File: config.mk
export PLATFORM = sky130hd
export DESIGN_NAME = dm_store_buffer_flat
export DESIGN_NICKNAME = d
export VERILOG_FILES = /design/src/rtl/dm_store_buffer_if.sv /design/src/rtl/dm_store_buffer.sv /design/src/flat_wrapper.sv
export SDC_FILE = /design/constraint.sdc
export NUM_CORES = 1
export LEC_CHECK = 0
export ABC_AREA = 0
export CORE_UTILIZATION = 65
export CTS_CLUSTER_SIZE = 30
export DETAILED_ROUTE_END_ITERATION = 10
export DONT_BUFFER_PORTS = 1
export PLACE_DENSITY = 0.8
export SKIP_CTS_REPAIR_TIMING = 1
export SKIP_LAST_GASP = 1
export SLEW_MARGIN = 20
export SYNTH_ARGS = -nofsm -noshare
export SYNTH_HDL_FRONTEND = slang
export SYNTH_SLANG_ARGS = --single-unit
export TNS_END_PERCENT = 5
File: constraint.sdc
create_clock -name clk -period 4.7 [get_ports clk]
set_input_delay 0.47 -clock clk [delete_from_list [all_inputs] [get_ports clk]]
set_output_delay 0.47 -clock clk [all_outputs]
set_load 0.005 [all_outputs]
File: src/rtl/dm_store_buffer_if.sv
// Store, load-lookup and DM-drain signals of the posted-store buffer.
// The master modport is the store/load pipeline side, and the slave modport is the buffer.
interface dm_store_buffer_if #(
  parameter int DEPTH  = 4,
  parameter int ADDR_W = 32,
  parameter int DATA_W = 32
);
  localparam int CNT_W = $clog2(DEPTH + 1);

  logic              st_valid;
  logic              st_ready;
  logic [ADDR_W-1:0] st_addr;
  logic [3:0]        st_be;
  logic [DATA_W-1:0] st_data;

  logic [ADDR_W-1:0] ld_addr;
  logic [3:0]        ld_fwd_be;
  logic [DATA_W-1:0] ld_fwd_data;
  logic              ld_conflict;

  logic              dm_hold;
  logic              dm_wr;
  logic [ADDR_W-1:0] dm_addr;
  logic [3:0]        dm_be;
  logic [DATA_W-1:0] dm_din;

  logic              empty;
  logic [CNT_W-1:0]  count;

  modport master (
    output st_valid, st_addr, st_be, st_data, ld_addr, dm_hold,
    input  st_ready, ld_fwd_be, ld_fwd_data, ld_conflict,
           dm_wr, dm_addr, dm_be, dm_din, empty, count
  );

  modport slave (
    input  st_valid, st_addr, st_be, st_data, ld_addr, dm_hold,
    output st_ready, ld_fwd_be, ld_fwd_data, ld_conflict,
           dm_wr, dm_addr, dm_be, dm_din, empty, count
  );
endinterface

File: src/rtl/dm_store_buffer.sv
// Posted-store FIFO between store alignment and data memory, with a word-address load lookup.
// When STBUF_FWD_EN is defined, the buffer forwards the youngest pending bytes to loads. Otherwise it only flags conflicts.
module dm_store_buffer #(
  parameter int DEPTH  = 4,
  parameter int ADDR_W = 32,
  parameter int DATA_W = 32
) (
  input  logic              clk,
  input  logic              rst_n,
  dm_store_buffer_if.slave  bus
);
  localparam int PTR_W = $clog2(DEPTH);
  localparam int CNT_W = $clog2(DEPTH + 1);

  logic [ADDR_W-1:0] r_addr [DEPTH];
  logic [3:0]        r_be   [DEPTH];
  logic [DATA_W-1:0] r_data [DEPTH];
  logic [DEPTH-1:0]  r_valid;
  logic [PTR_W-1:0]  r_head;
  logic [PTR_W-1:0]  r_tail;
  logic [CNT_W-1:0]  r_count;

  logic              w_empty;
  logic              w_ready;
  logic              w_push;
  logic              w_pop;
  logic              w_conflict;
  logic [3:0]        w_fwd_be;
  logic [DATA_W-1:0] w_fwd_data;
  logic              w_unused;

  assign w_empty = (r_count == '0);
  assign w_ready = (r_count != CNT_W'(DEPTH));
  assign w_push  = bus.st_valid && w_ready;
  assign w_pop   = !w_empty && !bus.dm_hold;

  always_ff @(posedge clk or negedge rst_n) begin
    if (!rst_n) begin
      r_head  <= '0;
      r_tail  <= '0;
      r_count <= '0;
      r_valid <= '0;
      for (int i = 0; i < DEPTH; i++) begin
        r_addr[i] <= '0;
        r_be[i]   <= '0;
        r_data[i] <= '0;
      end
    end else begin
      // A push and a pop can never target the same slot. The slots collide only when the buffer is empty or full.
      if (w_push) begin
        r_addr[r_tail]  <= bus.st_addr;
        r_be[r_tail]    <= bus.st_be;
        r_data[r_tail]  <= bus.st_data;
        r_valid[r_tail] <= 1'b1;
        r_tail          <= r_tail + 1'b1;
      end
      if (w_pop) begin
        r_valid[r_head] <= 1'b0;
        r_head          <= r_head + 1'b1;
      end
      case ({w_push, w_pop})
        2'b10:   r_count <= r_count + 1'b1;
        2'b01:   r_count <= r_count - 1'b1;
        default: r_count <= r_count;
      endcase
    end
  end

  // The scan runs oldest to youngest, so a younger matching entry overwrites the lanes of an older one.
  always_comb begin
    w_conflict = 1'b0;
    w_fwd_be   = '0;
    w_fwd_data = '0;
    for (int k = 0; k < DEPTH; k++) begin
      if (r_valid[r_head + PTR_W'(k)] &&
          (r_addr[r_head + PTR_W'(k)][ADDR_W-1:2] == bus.ld_addr[ADDR_W-1:2])) begin
        w_conflict = 1'b1;
`ifdef STBUF_FWD_EN
        for (int j = 0; j < 4; j++) begin
          if (r_be[r_head + PTR_W'(k)][j]) begin
            w_fwd_be[j]          = 1'b1;
            w_fwd_data[8*j +: 8] = r_data[r_head + PTR_W'(k)][8*j +: 8];
          end
        end
`endif
      end
    end
  end

  assign w_unused = &{1'b0, bus.ld_addr[1:0]};

  assign bus.st_ready    = w_ready;
  assign bus.empty       = w_empty;
  assign bus.count       = r_count;
  assign bus.dm_wr       = w_pop;
  assign bus.dm_addr     = w_empty ? '0 : r_addr[r_head];
  assign bus.dm_be       = w_empty ? '0 : r_be[r_head];
  assign bus.dm_din      = w_empty ? '0 : r_data[r_head];
  assign bus.ld_conflict = w_conflict;
  assign bus.ld_fwd_be   = w_fwd_be;
  assign bus.ld_fwd_data = w_fwd_data;
endmodule
File: src/flat_wrapper.sv
// flat-port wrapper written by rule: the top's interface ports become plain ports
module dm_store_buffer_flat 
#(
  parameter int DEPTH  = 4,
  parameter int ADDR_W = 32,
  parameter int DATA_W = 32
)
  (clk, rst_n, bus_st_valid, bus_st_addr, bus_st_be, bus_st_data, bus_ld_addr, bus_dm_hold, bus_st_ready, bus_ld_fwd_be, bus_ld_fwd_data, bus_ld_conflict, bus_dm_wr, bus_dm_addr, bus_dm_be, bus_dm_din, bus_empty, bus_count);
  dm_store_buffer_if #(.DEPTH(DEPTH), .ADDR_W(ADDR_W), .DATA_W(DATA_W)) bus_i ();
  input  logic clk;
  input  logic rst_n;
  input wire logic [$bits(bus_i.st_valid)-1:0] bus_st_valid;
  input wire logic [$bits(bus_i.st_addr)-1:0] bus_st_addr;
  input wire logic [$bits(bus_i.st_be)-1:0] bus_st_be;
  input wire logic [$bits(bus_i.st_data)-1:0] bus_st_data;
  input wire logic [$bits(bus_i.ld_addr)-1:0] bus_ld_addr;
  input wire logic [$bits(bus_i.dm_hold)-1:0] bus_dm_hold;
  output wire logic [$bits(bus_i.st_ready)-1:0] bus_st_ready;
  output wire logic [$bits(bus_i.ld_fwd_be)-1:0] bus_ld_fwd_be;
  output wire logic [$bits(bus_i.ld_fwd_data)-1:0] bus_ld_fwd_data;
  output wire logic [$bits(bus_i.ld_conflict)-1:0] bus_ld_conflict;
  output wire logic [$bits(bus_i.dm_wr)-1:0] bus_dm_wr;
  output wire logic [$bits(bus_i.dm_addr)-1:0] bus_dm_addr;
  output wire logic [$bits(bus_i.dm_be)-1:0] bus_dm_be;
  output wire logic [$bits(bus_i.dm_din)-1:0] bus_dm_din;
  output wire logic [$bits(bus_i.empty)-1:0] bus_empty;
  output wire logic [$bits(bus_i.count)-1:0] bus_count;
  assign bus_i.st_valid = bus_st_valid;
  assign bus_i.st_addr = bus_st_addr;
  assign bus_i.st_be = bus_st_be;
  assign bus_i.st_data = bus_st_data;
  assign bus_i.ld_addr = bus_ld_addr;
  assign bus_i.dm_hold = bus_dm_hold;
  assign bus_st_ready = bus_i.st_ready;
  assign bus_ld_fwd_be = bus_i.ld_fwd_be;
  assign bus_ld_fwd_data = bus_i.ld_fwd_data;
  assign bus_ld_conflict = bus_i.ld_conflict;
  assign bus_dm_wr = bus_i.dm_wr;
  assign bus_dm_addr = bus_i.dm_addr;
  assign bus_dm_be = bus_i.dm_be;
  assign bus_dm_din = bus_i.dm_din;
  assign bus_empty = bus_i.empty;
  assign bus_count = bus_i.count;
  dm_store_buffer #(.DEPTH(DEPTH), .ADDR_W(ADDR_W), .DATA_W(DATA_W)) u_core (.clk(clk), .rst_n(rst_n), .bus(bus_i));
endmodule
==> impl_metrics.json, run 1 <==
{
  "status": "finished with violations",
  "violations": "hold timing",
  "avgSynthCellArea_um2": 13.21,
  "cap_viol_max_count": 0,
  "core_area_um2": 25980,
  "routed_wl_um": 41440,
  "via_per_inst": 6.744,
  "first_pass_iters": 5,
  "slew_headroom_pct": 39.42,
  "layout-drive-gt1-share_pct": 37.35,
  "maxSlewViolCount": 0,
  "fmax_mhz": 228.4,
  "synth_common_cells": "mux2_2 (284), dfrtp_1 (283), mux4_2 (111)",
  "cts_buffers": 30,
  "end_kind": "output pin",
  "power-per-cell-area_nw_per_um2": 884.4,
  "yosysSeqAreaShare_pct": 41.24,
  "rows": 59,
  "h-tree-depth": 1,
  "synth_edf_count": 0,
  "antenna_found_initial": 0,
  "clk_pin_slew_ps": 60,
  "worstPathMaxFanout": 33,
  "synth_top_area_share_pct": 41.24,
  "wl_per_cell_um": 25.84,
  "worst_slack_ps": 320.9,
  "netlist_instances": 1300,
  "vias": 10818,
  "insertion_delay_ps": 580,
  "synth.cell_area_um2": 17170,
  "die_h_um": 164.5,
  "ir_drop_mv": 0.5394,
  "dp_cells": 1550,
  "worstMarginPinSlew_ps": 908.7,
  "drc": 0,
  "finalSetupViolations": 0,
  "drtIter0Drc": 1005,
  "yosysTopAreaCell": "dfrtp_1",
  "pin_count": 215,
  "path_class": "flip-flop to output pin",
  "yosys-top-cells-area": "dfrtp_1 (41%), mux2_2 (19%), mux4_2 (15%)",
  "leakage_nw": 7.480,
  "place_congestion": 0.9748,
  "cpPeakStageDelay_ps": 670,
  "ant_nets": 0,
  "cts-root-buf": "clkbuf_16",
  "finalHoldViolCount": 283,
  "critPathLaunchType": "flip-flop",
  "cp.arrival_ps": 3910,
  "crit_chain": "inv_2 > ha_4 > buf_4 > mux4_2 > xnor2_1 > nand4_1 > nor4_1 > nand3_1 > nor4_1 > a311o_2",
  "cts_tree": "built",
  "holdWs_ps": -393.4,
  "diodes": 0,
  "cts_sinks": 283,
  "cp_slowest_cell": "ha_4",
  "async_reset_ff_share_pct": 100.0,
  "port_buffers": 0,
  "die_x_um": 164.5,
  "overflow": 0,
  "area_growth_syn_to_layout_pct": 5.821,
  "die-area_um2": 27070,
  "hpwl_um": 27730,
  "instances_no_fill": 1604,
  "first_global_vias": 10985,
  "timing.final.crit_share_pct": 93.17,
  "pre_cts_ws_ps": 909.6,
  "hold_path_class": "input port to async pin",
  "grtUsageTotal_pct": 31.05,
  "cp.required_ps": 4230,
  "grt_max_degree": 284,
  "initial_core_util_pct": 66.09,
  "fin_crit_ps": 4379,
  "clockBufferDepth": 3,
  "rsz0062_at_grt": "no",
  "cpMostUsedCell": "nor4_1",
  "crit_family": "simple AND/OR/NAND/NOR gates",
  "synth_seq_cells": 283,
  "finClkSkew_ps": 15.05,
  "ys.flop_type": "dfrtp_1",
  "fill_cells": 1811,
  "yosysMostFrequentCell": "mux2_2",
  "grt_pass1_wl_um": 63780,
  "setup_tns_ps": 0,
  "synth_cell_types": 48,
  "fin_nets": 1361,
  "ys_warn_count": 0,
  "rrSetupSlack_ps": 1860,
  "crit_buf_inv": 2
}
logic make-up (layout without fill, tap and decap cells):
| kind of cell | count (synthesis) | after routing | share of synthesized area (%) |
|---|---|---|---|
| compound gates | 109 | 109 | 4.415 |
| xor+xnor | 101 | 101 | 5.151 |
| fa+ha+maj | 10 | 10 | 0.7723 |
| buf+inv | 153 | 87 | 4.801 |
| flops | 283 | 283 | 41.24 |
| mux | 485 | 485 | 38.71 |
| other cells | 1 | 36 | 0.02184 |
| simple gates | 158 | 158 | 4.889 |
through the flow:
stage / total power, W / instance area (um2) / util, % / hold WS, ps
after floorplan: 0.01163 / 17300 / - / 174.4
after global routing: 0.01698 / 18170 / 69.93 / -410.5
after detailed placement: 0.01364 / 17170 / 66.08 / 188.4
after global placement: 0.01339 / 17170 / 66.08 / 187.0
final: 0.01607 / 18170 / 69.93 / -393.4
after CTS: 0.01605 / 18170 / 69.93 / -408.8
routing by layer:
layer,part of all wire [%],vias to the layer above,global-route usage (%)
met5,0,-,0
met4,2.2,0,7.256
met3,8.8,61,8.714
met2,49,433,50.76
met1,40,5646,41.28
li1,-,4678,-
cell type report:
type	instances	area, um2	share of cell area, %
clock buffer	43	889.6	4.895
sequential	283	7089	39.01
multi-input combinational	899	9445	51.98
inverter	15	56.30	0.3098
clock inverter	11	112.6	0.6197
tap	335	419.2	2.307
timing repair buffer	18	160.2	0.8813
sequential cells by signal (all words and copies together) (netlist names):
register and cells:
u_core.r_be 16, u_core.r_addr 128, u_core.r_tail 2, u_core.bus.count 3
u_core.r_valid 4, u_core.r_head 2, u_core.r_data 128
path summary, 6_finish.rpt:
kind / from / end / cells after the start
setup / recovery: u_core.r_head[0] / bus_ld_conflict / 10
hold reg to reg: u_core.r_data[53] / u_core.r_data[53] / 1
hold / removal: rst_n / u_core.r_addr[72] / 0
max in group asynchronous: rst_n / u_core.r_head[0] / 0
min in group clk: bus_st_data[7] / u_core.r_data[103] / 1
setup reg to reg: u_core.bus.count[0] / u_core.r_addr[113] / 6
power by group:
group          internal, W  total (W)  leakage, nW  switching (W)
combinational      0.00468    0.00891         3.64        0.00423
sequential         0.00371    0.00482         3.36        0.00111
clock              0.00137    0.00235        0.489       0.000981
cells in the final DEF, fill, tap and decap left out, types with 24 or more instances in the layout:
master and count:
conb_1 36, nor2_1 28, nand2_1 24, clkbuf_16 30, dfrtp_1 281, mux2_2 284
nor2b_1 56, mux2i_1 87, xor2_1 41, mux4_2 111, xnor2_1 60
Power figures use the tool's default switching activity.
==> run 2: changes to the inputs <==
--- a/config.mk
+++ b/config.mk
@@ -7,9 +7,11 @@
 export LEC_CHECK = 0
 export ABC_AREA = 0
 export CORE_UTILIZATION = 65
+export CTS_BUF_LIST = sky130_fd_sc_hd__clkbuf_16
 export CTS_CLUSTER_SIZE = 30
 export DETAILED_ROUTE_END_ITERATION = 10
 export DONT_BUFFER_PORTS = 1
+export MAX_ROUTING_LAYER = met4
 export PLACE_DENSITY = 0.8
 export SKIP_CTS_REPAIR_TIMING = 1
 export SKIP_LAST_GASP = 1
==> run 2 against run 1 <==
Compared with the run above: the run still ends with hold timing left; die area did not move; maximum frequency rose by 2.8%; global-route usage rose by 1.4 points; largest cell class unchanged.
==> impl_metrics.json, run 2 (synthesized netlist as in run 1, its figures left out) <==
{
  "grt_pass1_wl_um": 64140,
  "cts_sinks": 283,
  "area_growth_syn_to_layout_pct": 5.552,
  "setup_tns_ps": 0,
  "first_pass_iters": 5,
  "cp.required_ps": 4230,
  "maxSlewViolCount": 0,
  "port_buffers": 0,
  "routed_wl_um": 41820,
  "end_kind": "output pin",
  "wl_per_cell_um": 26.07,
  "critPathLaunchType": "flip-flop",
  "pre_cts_ws_ps": 1121,
  "final_cell_area_um2": 18130,
  "r2r_cells": 6,
  "finalSetupViolations": 0,
  "pin_count": 215,
  "power-per-cell-area_nw_per_um2": 886.1,
  "worstPathMaxFanout": 29,
  "initial_core_util_pct": 66.09,
  "clockBufferDepth": 3,
  "rsz0062_at_grt": "no",
  "overflow": 0,
  "crit_chain": "inv_1 > ha_4 > buf_12 > mux4_2 > xor2_1 > nor4_1 > nand4_1 > o22ai_1 > a311o_2",
  "clk_pin_slew_ps": 60,
  "fmax_mhz": 234.6,
  "cts-root-buf": "clkbuf_16",
  "rows": 59,
  "finalHoldViolCount": 283,
  "die-area_um2": 27070,
  "worstMarginPinSlew_ps": 942.5,
  "drtIter0Drc": 877,
  "hold_path_class": "input port to async pin",
  "most-common-layout-cells": "mux2_2 (284), dfrtp_1 (281), mux4_2 (111)",
  "grtUsageTotal_pct": 32.42,
  "holdWs_ps": -405.5,
  "slew_headroom_pct": 37.11,
  "leakage_nw": 7.474,
  "status": "finished with violations",
  "final_common_cell": "mux2_2",
  "antenna_found_initial": 0,
  "core_area_um2": 25980,
  "drc": 0,
  "top_regs": "u_core.r_addr x128, u_core.r_data x128, u_core.r_be x16",
  "ir_drop_mv": 0.5222,
  "die_x_um": 164.5,
  "cp.arrival_ps": 3790,
  "worst_slack_ps": 438.1,
  "finClkSkew_ps": 18.75,
  "hpwl_um": 27690,
  "fill_cells": 1794,
  "place_congestion": 0.9630,
  "cts_buffers": 29,
  "via_per_inst": 6.729,
  "placedInstanceArea_um2": 17190,
  "layout-drive-gt1-share_pct": 37.04,
  "first_global_vias": 11039,
  "cap_viol_max_count": 0,
  "diodes": 0,
  "vias": 10793,
  "h-tree-depth": 1,
  "cp_slowest_cell": "ha_4",
  "fin_util_pct": 69.76,
  "grt_max_degree": 284,
  "violations": "hold timing",
  "die_h_um": 164.5,
  "cts_tree": "built",
  "fin_crit_ps": 4262,
  "ant_nets": 0,
  "timing.final.crit_share_pct": 90.68,
  "insertion_delay_ps": 580,
  "fin_nets": 1361,
  "path_class": "flip-flop to output pin",
  "cpPeakStageDelay_ps": 590
}
-- run 2: final cells by class --
class,instances,area [um2],area share [%]
multi-input combinational,899,9445,52.11
sequential,283,7089,39.11
clock buffer,29,725.7,4.004
tap,335,419.2,2.312
clock inverter,24,210.2,1.160
timing repair buffer,19,180.2,0.9940
inverter,15,56.30,0.3106
-- run 2: metal layers --
metal / up-vias / global-route usage [%] / share of wire, %
met5: - / - / 0
met1: 5622 / 42.09 / 41
li1: 4690 / - / -
met3: 76 / 8.513 / 8.5
met4: 0 / 9.383 / 3.1
met2: 405 / 50.48 / 48
-- run 2: worst max-delay path, delay by kind of cell, from the launching register on --
kind,cells,cell delay (ps)
AOI/OAI and AO/OA,2,390
xor gates and xnor gates,1,180
adders and majority gates,1,590
buffers and inverters,2,400
DFF,1,420
muxes,1,560
and+or+nand+nor,2,660
-- run 2: where the power goes --
group	internal, W	switching (W)	total [W]
Sequential	0.00371	0.00108	0.00479
Clock	0.00129	0.000985	0.00228
Combinational	0.00471	0.00429	0.00900
-- run 2: final timing paths --
check	startpoint	endpoint	slack [ps]
worst max-delay path	u_core.r_head[1]	bus_ld_conflict	440
worst min-delay path	rst_n	u_core.r_addr[72]	-410
worst max register to register	u_core.bus.count[0]	u_core.r_data[56]	1820
worst min register to register	u_core.r_data[57]	u_core.r_data[57]	500
max in group asynchronous	rst_n	u_core.r_head[1]	4230
min in group clk	bus_st_addr[26]	u_core.r_addr[122]	30
-- run 2: through the flow --
step                      total power (W)  cells
after floorplan                   0.01163   1335
after global placement            0.01344   1551
after detailed placement          0.01370   1551
after CTS                         0.01605   1604
after global routing              0.01699   1604
final                             0.01606   1604
==> run 3: changes to the inputs <==
--- a/config.mk
+++ b/config.mk
@@ -8,7 +8,6 @@
 export ABC_AREA = 0
 export CORE_UTILIZATION = 65
 export CTS_BUF_LIST = sky130_fd_sc_hd__clkbuf_16
-export CTS_CLUSTER_SIZE = 30
 export DETAILED_ROUTE_END_ITERATION = 10
 export DONT_BUFFER_PORTS = 1
 export MAX_ROUTING_LAYER = met4
==> results of run 3 <==
Same layout as run 2: the final DEF is identical, and so are final timing and power.
